==> src/rtl/irrigation_zone_scheduler.sv <==
// Four-zone irrigation scheduler. One zone at a time: prime the valve,
// run the shared pump for the latched length, then an all-off cool-down.
// Grants rotate round-robin; estop aborts to IDLE, ena=0 freezes everything.
module irrigation_zone_scheduler #(
  parameter int PRIME_TICKS = 4,
  parameter int COOL_TICKS  = 8
) (
  input  logic       clk,
  input  logic       rst_n,
  input  logic       ena,
  input  logic       tick,
  input  logic [3:0] zone_req,
  input  logic [7:0] run_len,
  input  logic       estop,
  output logic [3:0] valve,
  output logic       pump_on,
  output logic [1:0] grant_id,
  output logic       busy,
  output logic       done_pulse
);

  // Tick counter only ever holds 0..N-1: the N-th tick is detected on the
  // compare against N-1 together with tick, so the counter never wraps.
  localparam int MAX_TICKS = (PRIME_TICKS > COOL_TICKS) ? PRIME_TICKS : COOL_TICKS;
  localparam int TW        = (MAX_TICKS < 2) ? 1 : $clog2(MAX_TICKS);
  localparam logic [TW-1:0] PRIME_LAST = TW'(PRIME_TICKS - 1);
  localparam logic [TW-1:0] COOL_LAST  = TW'(COOL_TICKS - 1);

  typedef enum logic [1:0] {
    S_IDLE  = 2'd0,
    S_PRIME = 2'd1,
    S_WATER = 2'd2,
    S_COOL  = 2'd3
  } state_t;

  state_t          state_q, state_d;
  logic [1:0]      rr_ptr_q, rr_ptr_d;
  logic [1:0]      grant_id_q, grant_id_d;
  logic [7:0]      run_cnt_q, run_cnt_d;
  logic [TW-1:0]   tick_cnt_q, tick_cnt_d;
  logic            done_q, done_d;

  logic [3:0]      req_rot;
  logic [1:0]      pick_off;
  logic            pick_valid;
  logic [1:0]      pick_id;
  logic            in_run;

  // Requests rotated so that bit 0 is the zone rr_ptr points at.
  for (genvar gi = 0; gi < 4; gi++) begin : g_rot
    assign req_rot[gi] = zone_req[2'(rr_ptr_q + 2'(gi))];
  end

  // First requesting zone at or after rr_ptr.
  always_comb begin
    pick_valid = 1'b1;
    pick_off   = 2'd0;
    if (req_rot[0])      pick_off = 2'd0;
    else if (req_rot[1]) pick_off = 2'd1;
    else if (req_rot[2]) pick_off = 2'd2;
    else if (req_rot[3]) pick_off = 2'd3;
    else                 pick_valid = 1'b0;
    pick_id = rr_ptr_q + pick_off;
  end

  // Next-state logic: estop first, then ena gates every other update.
  always_comb begin
    state_d    = state_q;
    rr_ptr_d   = rr_ptr_q;
    grant_id_d = grant_id_q;
    run_cnt_d  = run_cnt_q;
    tick_cnt_d = tick_cnt_q;
    done_d     = done_q;
    if (estop) begin
      // Abort: keep rr_ptr and grant_id so the rotation is not disturbed.
      state_d    = S_IDLE;
      run_cnt_d  = 8'd0;
      tick_cnt_d = '0;
      done_d     = 1'b0;
    end else if (ena) begin
      done_d = 1'b0;
      case (state_q)
        S_IDLE: begin
          if (pick_valid) begin
            state_d    = S_PRIME;
            grant_id_d = pick_id;
            run_cnt_d  = run_len;
            tick_cnt_d = '0;
          end
        end
        S_PRIME: begin
          if (!zone_req[grant_id_q]) begin
            state_d    = S_COOL;
            tick_cnt_d = '0;
            rr_ptr_d   = grant_id_q + 2'd1;
          end else if (tick) begin
            if (tick_cnt_q == PRIME_LAST) begin
              tick_cnt_d = '0;
              if (run_cnt_q == 8'd0) begin
                state_d  = S_COOL;
                rr_ptr_d = grant_id_q + 2'd1;
              end else begin
                state_d  = S_WATER;
              end
            end else begin
              tick_cnt_d = tick_cnt_q + TW'(1);
            end
          end
        end
        S_WATER: begin
          if (!zone_req[grant_id_q]) begin
            // Request withdrawn: stop without signalling completion.
            state_d    = S_COOL;
            tick_cnt_d = '0;
            rr_ptr_d   = grant_id_q + 2'd1;
          end else if (tick) begin
            if (run_cnt_q <= 8'd1) begin
              state_d    = S_COOL;
              run_cnt_d  = 8'd0;
              tick_cnt_d = '0;
              done_d     = 1'b1;
              rr_ptr_d   = grant_id_q + 2'd1;
            end else begin
              run_cnt_d = run_cnt_q - 8'd1;
            end
          end
        end
        S_COOL: begin
          if (tick) begin
            if (tick_cnt_q == COOL_LAST) begin
              state_d    = S_IDLE;
              tick_cnt_d = '0;
            end else begin
              tick_cnt_d = tick_cnt_q + TW'(1);
            end
          end
        end
        default: state_d = S_IDLE;
      endcase
    end
  end

  // State registers; synchronous active-low reset overrides ena and estop.
  always_ff @(posedge clk) begin
    if (!rst_n) begin
      state_q    <= S_IDLE;
      rr_ptr_q   <= 2'd0;
      grant_id_q <= 2'd0;
      run_cnt_q  <= 8'd0;
      tick_cnt_q <= '0;
      done_q     <= 1'b0;
    end else begin
      state_q    <= state_d;
      rr_ptr_q   <= rr_ptr_d;
      grant_id_q <= grant_id_d;
      run_cnt_q  <= run_cnt_d;
      tick_cnt_q <= tick_cnt_d;
      done_q     <= done_d;
    end
  end

  assign in_run = (state_q == S_PRIME) || (state_q == S_WATER);

  for (genvar gi = 0; gi < 4; gi++) begin : g_valve
    assign valve[gi] = in_run && (grant_id_q == 2'(gi));
  end

  assign pump_on    = (state_q == S_WATER);
  assign busy       = (state_q != S_IDLE);
  assign grant_id   = grant_id_q;
  assign done_pulse = done_q;

endmodule
==> config.mk <==
export PLATFORM = sky130hd
export DESIGN_NAME = irrigation_zone_scheduler
export DESIGN_NICKNAME = d
export VERILOG_FILES = /design/src/rtl/irrigation_zone_scheduler.sv
export SDC_FILE = /design/constraint.sdc
export NUM_CORES = 1
export LEC_CHECK = 0
export BUFFER_PORTS_ARGS = -buffer_cell sky130_fd_sc_hd__buf_4
export CAP_MARGIN = 20
export CELL_PAD_IN_SITES_DETAIL_PLACEMENT = 0
export CELL_PAD_IN_SITES_GLOBAL_PLACEMENT = 1
export CORE_AREA = 5 5 68 70
export CTS_BUF_LIST = sky130_fd_sc_hd__clkbuf_4 sky130_fd_sc_hd__clkbuf_8 sky130_fd_sc_hd__clkbuf_16
export DETAILED_ROUTE_END_ITERATION = 8
export DIE_AREA = 0 0 73 75
export PLACE_DENSITY = 0.81
export SYNTH_ARGS = -nofsm -noshare
export SYNTH_HDL_FRONTEND = slang
export SYNTH_SLANG_ARGS = --single-unit
==> constraint.sdc <==
create_clock -name clk -period 3.1 [get_ports clk]
set_clock_uncertainty 0.2 [all_clocks]
set_input_delay 0.155 -clock clk [delete_from_list [all_inputs] [get_ports clk]]
set_output_delay 0.155 -clock clk [all_outputs]
set_load 0.02 [all_outputs]
==> metrics.cfg, run 1 <==
[status]
status = finished, final reports clean

[clocking]
clkSinkCount = 18
clk_latency_ns = 0.25
cts_buffers = 3
htree_levels = 1
clockRootBuffer = clkbuf_8
holdBufCountCts = 1
cts_buffer_depth = 2
post_cts_buffers = 0
cts_tree = built
path_clk_slew_ns = 0.07
cts_resized = 0

[route]
via_per_inst = 5.57
drt_iter0_markers = 118
drt_pass1_iterations = 4
drt-wirelength-per-cell_um = 14.2
drt-total-wl_um = 3870
ant_nets = 0
drc = 0
vias = 1516

[sta]
period_share = 0.766
rsz0062_at_grt = false
hold_viol = 0
layout_min_cycle_time_ns = 2.37
finalSetupViolCount = 0
fin_ws_ns = 0.726
drv_slew = 0
slew_headroom = 0.629
fmax_ghz = 0.421
setup-tns-final_ns = 0
tightest_slew_ns = 0.552

[critical_path]
endpoint = run_cnt_q[3]$_SDFFE_PP0P_
required_ns = 3.03
arrival_ns = 2.30
r2r_slack_ns = 0.73
path_class = flop to flop
crit_path_end_kind = flop
worstRegToRegCells = 8
crit_start = state_q[0]$_SDFFE_PP0P_
cp_max_fo = 16
r2r-end = run_cnt_q[3]$_SDFFE_PP0P_
r2r_start = state_q[0]$_SDFFE_PP0P_
start_kind = flop

[layout]
drive_above_1_share = 0.180
fin_nets = 256
n_fill_cell = 398
seq_area_um2 = 360
multiInputGateArea_mm2 = 0.00110
design_area_mm2 = 0.00186
n_antenna_cell = 0
final_cell_count_no_fill = 272
area_delta_synth_final_pct = 18.5

[floorplanning]
start_util = 0.401
coreArea_mm2 = 0.00391
dieHeight_um = 75
rows = 23
die-area_mm2 = 0.00548
ios = 26
die_width_um = 73

[global_route]
antenna_found_initial = 0
grt_pass1_wl_um = 6840
grt_max_degree = 17
first_global_vias = 1419
grt_use_total = 0.156
overflow = 0

[yosys]
postSynthAreaPerCell_um2 = 7.93
syn_nets = 231
syn_area_mm2 = 0.00157
ys_async_sr_fraction = 0
synth_edf_count = 0
ys_warn_count = 0
ys_ff_latch = 18
seq_area_frac_synth = 0.229
synthCells = 198
ys_types = 49
synthFlopType = dfxtp_1

[place]
globalplace.congestion = 0.825
postPlaceCellArea_mm2 = 0.00180
dp_slack_ns = 0.758
portBuffers = 25
dp_hpwl_um = 2930
dpl.cell_count = 267

[power]
combPwrFrac = 0.281
power_uw = 628
power_leakage_nw = 0.741
vdd_drop_max_mv = 0.157
power_density_mw_per_mm2 = 337
clkPwrFrac = 0.315
p_int_uw = 428
p_switching_uw = 200
power_frac_seq = 0.404
p_sw_frac = 0.318

[hold_path]
min_path_cells = 4
hold_class = input port to flop

[job]
max_cap_viol_count = 0

[power groups by stage]
stage               clock, mW  sequential, mW  combinational, mW
global route            0.212           0.256              0.198
detailed placement          0           0.258              0.175
floorplan                   0           0.256              0.118
CTS                     0.202           0.253              0.177
finish                  0.198           0.253              0.176
global placement            0           0.258              0.176
[through the flow]
step                      utilization  hold WS [ns]
after CTS                       0.475        0.0612
after global placement          0.459         0.235
after global routing            0.475        0.0948
after detailed placement        0.459         0.242
final                           0.475        0.0618
after floorplan                     -        0.0832
[registers in the layout (all words and copies together), names as in the netlist]
register,cells
done_pulse,1
grant_id,2
rr_ptr_q,2
run_cnt_q,8
state_q,2
tick_cnt_q,3
[cells in the final DEF (no fill, tap or decap), types with 3 or more instances in the layout]
master     n
clkbuf_8   4
nor3_1     5
o32ai_1    3
o211ai_1   4
nor4_1     3
dfxtp_1   18
nand2_1   19
nand3_1    3
and2_1     5
mux2i_1    3
nor2_1    14
a211oi_1   4
nand2b_1   3
a21oi_1   10
buf_4     28
nor2b_1   10
o21ai_0   11
ha_1      16
inv_1     17
o22ai_1    5
a31oi_1    3
[per-layer routing]
| metal | global-route usage | share of wire |
|---|---|---|
| met1 | 0.219 | 0.49 |
| met2 | 0.248 | 0.46 |
| met3 | 0.0214 | 0.042 |
| met4 | 0.0451 | 0.0096 |
| met5 | 0 | 0 |
[critical path, cell delays in order, from the launching register on]
cell      delay [ns]
dfxtp_1         0.35
inv_1           0.14
ha_1            0.50
buf_4           0.27
and3_1          0.20
a31oi_1         0.09
buf_4           0.20
o211ai_1        0.20
o31ai_1         0.09
[Yosys cell counts, types with 3 or more instances]
master,count,area [um2]
mux2i_1,3,30.0
nand2_1,19,71.3
o22ai_1,5,31.3
dfxtp_1,18,360
nand2b_1,3,18.8
inv_1,17,63.8
a21oi_1,10,50.1
nand3_1,3,15.0
o211ai_1,4,30.0
nor2_1,14,52.6
ha_1,16,200
a31oi_1,3,18.8
and2_1,5,31.3
nor3_1,5,25.0
clkbuf_1,5,18.8
a211oi_1,4,30.0
o32ai_1,3,26.3
nor4_1,3,18.8
o21ai_0,11,55.1
nor2b_1,10,62.6
[worst min-delay path by stage]
| stage | startpoint | endpoint | slack [ns] |
|---|---|---|---|
| after floorplan | rst_n | grant_id[0]$_SDFFE_PN0P_ | 0.08 |
| after global placement | rst_n | grant_id[0]$_SDFFE_PN0P_ | 0.23 |
| after detailed placement | rst_n | grant_id[0]$_SDFFE_PN0P_ | 0.24 |
| after CTS | ena | done_pulse$_SDFFE_PP0P_ | 0.06 |
| after global routing | ena | done_pulse$_SDFFE_PP0P_ | 0.09 |
| final | ena | done_pulse$_SDFFE_PP0P_ | 0.06 |
[layout make-up]
type,instances,share of cell area
Clock buffer,4,0.0296
Sequential cell,18,0.194
Multi-Input combinational cell,154,0.590
Timing Repair Buffer,29,0.118
Tap cell,50,0.0336
Inverter,17,0.0343
[kinds of logic (layout without fill, tap and decap cells)]
group	Yosys count	count (layout)	share of synthesized area
xor gates and xnor gates	1	1	0.00558
AOI/OAI and AO/OA	57	57	0.269
adders and majority gates	16	16	0.127
DFF	18	18	0.229
muxes	4	4	0.0335
and+or+nand+nor	76	76	0.264
buffers and inverters	26	50	0.0709
No activity file was read; power rests on OpenSTA's default activity.
==> run 2: changes to the inputs <==
==> constraint.sdc (replaced) <==
create_clock -name clk -period 2.4 [get_ports clk]
set_clock_uncertainty 0.2 [all_clocks]
set_input_delay 0.12 -clock clk [delete_from_list [all_inputs] [get_ports clk]]
set_output_delay 0.12 -clock clk [all_outputs]
set_load 0.02 [all_outputs]
==> run 2 against run 1 <==
Effect of this change:
- cell area grew 1.7%
- sequential power increased by 28%
- non-clock buffer count grew 6
- die area stayed put
- global-route usage decreased by 0.71 points
- combinational power grew 38%
==> metrics.cfg, run 2 (synthesis results as in run 1) <==
[route]
drt_iter0_markers = 67  ; was 118
drc = 0  ; unchanged
ant_nets = 0  ; unchanged
via_per_inst = 5.35  ; was 5.57
drt-total-wl_um = 3780  ; was 3870 um
vias = 1481  ; was 1516
drt-wirelength-per-cell_um = 13.6  ; was 14.2 um
drt_pass1_iterations = 4  ; unchanged

[place]
dpl.cell_count = 273  ; was 267
portBuffers = 25  ; unchanged
dp_slack_ns = 0.209  ; was 0.758 ns
globalplace.congestion = 0.798  ; was 0.825
dp_hpwl_um = 2860  ; was 2930 um

[power]
power_uw = 773  ; was 628 uW
vdd_drop_max_mv = 0.225  ; was 0.157 mV
power_density_mw_per_mm2 = 409  ; was 337 mW/mm2
power_leakage_nw = 0.764  ; was 0.741 nW

[floorplanning]
die-area_mm2 = 0.00548  ; unchanged
ios = 26  ; unchanged
rows = 23  ; unchanged
coreArea_mm2 = 0.00391  ; unchanged
start_util = 0.401  ; unchanged
dieHeight_um = 75  ; unchanged
die_width_um = 73  ; unchanged

[layout]
drive_above_1_share = 0.198  ; was 0.180
largestRegisters = run_cnt_q (8), tick_cnt_q (3)  ; unchanged
final_cell_mix = buf_4 (34), nand2_1 (19), dfxtp_1 (18), inv_1 (17), ha_1 (16)  ; was buf_4 (28), nand2_1 (19), dfxtp_1 (18), inv_1 (17), ha_1 (16)
largest_reg_flops = 8  ; unchanged
top_register = run_cnt_q  ; unchanged
n_antenna_cell = 0  ; unchanged
n_fill_cell = 427  ; was 398
final_cell_count_no_fill = 277  ; was 272
area_delta_synth_final_pct = 20.5  ; was 18.5%
fin_nets = 262  ; was 256
final_common_cell = buf_4  ; unchanged

[critical_path]
arrival_ns = 2.17  ; was 2.30 ns
crit_buf_inv = 0  ; was 3
critical-path-slowest-cell = mux4_2  ; was ha_1
slowest_delay_ns = 0.60  ; was 0.50 ns
start_kind = flop  ; unchanged
crit_path_end_kind = flop  ; unchanged
critPathTopFamily = multiplexers  ; was buffers and inverters
required_ns = 2.38  ; was 3.03 ns
cp_max_fo = 10  ; was 16
path_class = flop to flop  ; unchanged
cp_cell_sequence = mux4_2 -> a2111oi_4 -> a31oi_2 -> or3b_1 -> a21oi_1  ; was inv_1 -> ha_1 -> buf_4 -> and3_1 -> a31oi_1 -> buf_4 -> o211ai_1 -> o31ai_1

[clocking]
cts_buffers = 3  ; unchanged
holdBufCountCts = 1  ; unchanged
clk_latency_ns = 0.25  ; about the same
cts_resized = 0  ; unchanged
clockRootBuffer = clkbuf_8  ; unchanged
cts_buffer_depth = 2  ; unchanged
post_cts_buffers = 0  ; unchanged
clkSinkCount = 18  ; unchanged
htree_levels = 1  ; unchanged
path_clk_slew_ns = 0.07  ; about the same
cts_tree = built  ; unchanged

[sta]
drv_slew = 0  ; unchanged
finalSetupViolCount = 0  ; unchanged
fin_ws_ns = 0.205  ; was 0.726 ns
slew_headroom = 0.636  ; was 0.629
hold_viol = 0  ; unchanged
rsz0062_at_grt = false  ; unchanged
tightest_slew_ns = 0.546  ; was 0.552 ns
fmax_ghz = 0.456  ; was 0.421 GHz
setup-tns-final_ns = 0  ; unchanged
layout_min_cycle_time_ns = 2.20  ; was 2.37 ns
period_share = 0.915  ; was 0.766
whs_ns = 0.0362  ; was 0.0618 ns

[global_route]
grt_max_degree = 17  ; unchanged
overflow = 0  ; unchanged
grt_use_total = 0.149  ; was 0.156
antenna_found_initial = 0  ; unchanged
first_global_vias = 1438  ; was 1419
grt_pass1_wl_um = 6490  ; was 6840 um

[job]
max_cap_viol_count = 0  ; unchanged

[hold_path]
hold_class = input port to flop  ; unchanged

[status]
status = finished, final reports clean  ; unchanged

-- run 2: cell count changes in the layout (fill, tap and decap cells not counted), sizes merged --
cell and delta:
clkbuf -1, buf +6
-- run 2: metal layers --
metal / vias up / wire, um / share of wire / GRT usage
met5: - / 0 / 0 / 0
met1: 667 / 1820 / 0.48 / 0.204
li1: 783 / - / - / -
met4: 0 / 14 / 0.0037 / 0.0328
met2: 29 / 1750 / 0.46 / 0.239
met3: 2 / 191 / 0.051 / 0.0334
-- run 2: tightest hold or removal path: stages --
cell,delay [ns]
buf_4,0.09
inv_1,0.09
nand2_1,0.09
a21oi_1,0.05
-- run 2: path summary, 6_finish.rpt --
kind,startpoint,endpoint,slack (ns),cells after the start
setup / recovery,grant_id[0]$_SDFFE_PN0P_,tick_cnt_q[0]$_SDFFE_PP0P_,0.20,5
hold / removal,ena,done_pulse$_SDFFE_PP0P_,0.04,4
setup reg to reg,grant_id[0]$_SDFFE_PN0P_,tick_cnt_q[0]$_SDFFE_PP0P_,0.20,5
hold reg to reg,done_pulse$_SDFFE_PP0P_,done_pulse$_SDFFE_PP0P_,0.26,2
-- run 2: power by group --
part	internal (mW)	switching, mW	total (mW)	leakage, nW
combinational	0.107	0.135	0.242	0.596
sequential	0.310	0.0130	0.323	0.146
clock	0.111	0.0964	0.208	0.0216
total	0.529	0.244	0.773	0.764
-- run 2: final cells by class --
cell class,count,area [um2],area share
multi-input cells,154,1100,0.581
well taps,50,62.6,0.0331
clock buffers,3,41.3,0.0218
repair buffers,35,265,0.140
flip-flops and latches,18,360,0.190
inverters,17,63.8,0.0337
-- run 2: per-stage QoR --
stage               instance area [um2]  utilization
floorplan                          1570            -
global placement                   1840        0.470
detailed placement                 1840        0.470
CTS                                1890        0.483
global route                       1890        0.483
finish                             1890        0.483
==> run 3: changes to the inputs <==
--- a/config.mk
+++ b/config.mk
@@ -13,6 +13,7 @@
 export CTS_BUF_LIST = sky130_fd_sc_hd__clkbuf_4 sky130_fd_sc_hd__clkbuf_8 sky130_fd_sc_hd__clkbuf_16
 export DETAILED_ROUTE_END_ITERATION = 8
 export DIE_AREA = 0 0 73 75
+export MAX_ROUTING_LAYER = met4
 export PLACE_DENSITY = 0.81
 export SYNTH_ARGS = -nofsm -noshare
 export SYNTH_HDL_FRONTEND = slang
==> run 3 against run 2 <==
Effect of this change:
- combinational power hardly changed
- largest cell class unchanged
- clock-buffer cell count unchanged
- clock power about the same
- largest power group unchanged
- routed wire length up 0.29%
- register-to-register slack about the same
- via count is 0.14% higher
- hold slack about the same
- cell count did not move
- maximum frequency about the same
==> metrics.cfg, run 3 (synthesis results as in run 1) <==
[critical_path]
critical-path-slowest-cell = mux4_2  ; unchanged
r2r_slack_ns = 0.20  ; about the same
start_kind = flop  ; unchanged
arrival_ns = 2.17  ; about the same
r2r-end = tick_cnt_q[0]$_SDFFE_PP0P_  ; unchanged
crit_start = grant_id[0]$_SDFFE_PN0P_  ; unchanged
slowest_delay_ns = 0.60  ; about the same
worstRegToRegCells = 5  ; unchanged
cp_max_fo = 10  ; unchanged
required_ns = 2.38  ; about the same
cp_cell_sequence = mux4_2 -> a2111oi_4 -> a31oi_2 -> or3b_1 -> a21oi_1  ; unchanged
path_class = flop to flop  ; unchanged
crit_path_end_kind = flop  ; unchanged
endpoint = tick_cnt_q[0]$_SDFFE_PP0P_  ; unchanged
r2r_start = grant_id[0]$_SDFFE_PN0P_  ; unchanged

[status]
status = finished, final reports clean  ; unchanged

[layout]
largest_reg_flops = 8  ; unchanged
final_common_cell = buf_4  ; unchanged
n_fill_cell = 427  ; unchanged
n_antenna_cell = 0  ; unchanged
area_delta_synth_final_pct = 20.5  ; unchanged
final_cell_mix = buf_4 (34), nand2_1 (19), dfxtp_1 (18), inv_1 (17), ha_1 (16)  ; unchanged
top_register = run_cnt_q  ; unchanged
drive_above_1_share = 0.198  ; unchanged
largestRegisters = run_cnt_q (8), tick_cnt_q (3)  ; unchanged
fin_nets = 262  ; unchanged

[route]
via_per_inst = 5.35  ; about the same
ant_nets = 0  ; unchanged
drc = 0  ; unchanged
drt-total-wl_um = 3790  ; was 3780 um
drt_iter0_markers = 67  ; unchanged
drt-wirelength-per-cell_um = 13.7  ; was 13.6 um
vias = 1483  ; was 1481
drt_pass1_iterations = 4  ; unchanged

[place]
portBuffers = 25  ; unchanged
dp_hpwl_um = 2860  ; unchanged
globalplace.congestion = 0.810  ; was 0.798

[sta]
setup-tns-final_ns = 0  ; unchanged
slew_headroom = 0.636  ; about the same
tightest_slew_ns = 0.546  ; about the same
drv_slew = 0  ; unchanged
layout_min_cycle_time_ns = 2.20  ; about the same
hold_viol = 0  ; unchanged
period_share = 0.915  ; about the same
fmax_ghz = 0.455  ; was 0.456 GHz
finalSetupViolCount = 0  ; unchanged
rsz0062_at_grt = false  ; unchanged

[global_route]
first_global_vias = 1438  ; unchanged
grt_pass1_wl_um = 6490  ; unchanged
use_met3 = 0.0307  ; was 0.0334
met1_usage = 0.205  ; was 0.204
antenna_found_initial = 0  ; unchanged
busiest_layer = met2  ; unchanged
overflow = 0  ; unchanged
grt_use_total = 0.153  ; was 0.149
grt_max_degree = 17  ; unchanged
grt_use_met2 = 0.239  ; unchanged

[floorplanning]
die-area_mm2 = 0.00548  ; unchanged
rows = 23  ; unchanged
dieHeight_um = 75  ; unchanged
coreArea_mm2 = 0.00391  ; unchanged
start_util = 0.401  ; unchanged
die_width_um = 73  ; unchanged
ios = 26  ; unchanged

[power]
power_uw = 773  ; about the same
power_leakage_nw = 0.764  ; unchanged
vdd_drop_max_mv = 0.225  ; about the same
power_density_mw_per_mm2 = 409  ; about the same

[clocking]
clockRootBuffer = clkbuf_8  ; unchanged
cts_buffer_depth = 2  ; unchanged
path_clk_slew_ns = 0.07  ; about the same
clk_latency_ns = 0.25  ; about the same
clkSinkCount = 18  ; unchanged
cts_buffers = 3  ; unchanged
cts_resized = 0  ; unchanged
htree_levels = 1  ; unchanged
cts_tree = built  ; unchanged

[hold_path]
min_path_cells = 4  ; unchanged
hold_class = input port to flop  ; unchanged

[job]
max_cap_viol_count = 0  ; unchanged

==> run 3: cell counts in the layout (fill, tap and decap cells not counted) <==
No cell type changed its count.
==> run 3: worst min path at each step <==
stage / startpoint / endpoint / slack, ns
6_report: ena / done_pulse$_SDFFE_PP0P_ / 0.04
5_1_grt: ena / done_pulse$_SDFFE_PP0P_ / 0.09
2_1_floorplan: rst_n / grant_id[0]$_SDFFE_PN0P_ / 0.05
3_3_place_gp: rst_n / grant_id[0]$_SDFFE_PN0P_ / 0.21
4_1_cts: ena / done_pulse$_SDFFE_PP0P_ / 0.04
3_5_place_dp: rst_n / grant_id[0]$_SDFFE_PN0P_ / 0.19
==> run 3: critical path, delay by kind of cell (launching register included) <==
family           cells  cell delay [ns]
AND/OR/NAND/NOR      1             0.40
multiplexers         1             0.60
flip-flops           1             0.35
AO/OA/AOI/OAI        3             0.58
==> run 3: through the flow <==
stage	cells	setup slack [ns]	util	area, um2	hold WS, ns
2_1_floorplan	198	0.0810	-	1570	0.0482
3_3_place_gp	273	0.240	0.470	1840	0.207
3_5_place_dp	273	0.209	0.470	1840	0.194
4_1_cts	277	0.199	0.483	1890	0.0357
5_1_grt	277	0.00993	0.483	1890	0.0942
6_report	277	0.205	0.483	1890	0.0364
==> run 3: where the power goes <==
part / internal (mW) / leakage [nW] / switching, mW
clock: 0.111 / 0.0216 / 0.0963
combinational: 0.107 / 0.596 / 0.135
sequential: 0.310 / 0.146 / 0.0130
==> run 3: area by class of cell <==
class,count,area [um2],share of cell area
sequential,18,360,0.190
clock buffer,3,41.3,0.0218
tap,50,62.6,0.0331
inverter,17,63.8,0.0337
timing repair buffer,35,265,0.140
multi-input combinational,154,1100,0.581
==> run 3: what timing repair did <==
action / 4_1_cts / 5_1_grt
hold buffers: 1 / 0
buffers inserted: 0 / 0
endpoints found under the hold margin: 4 / 0
==> run 3: per-layer routing <==
layer,up-vias,wire length [um],part of all wire
li1,783,-,-
met1,671,1830,0.48
met2,27,1770,0.47
met3,2,173,0.046
met4,0,14,0.0037
met5,-,0,0
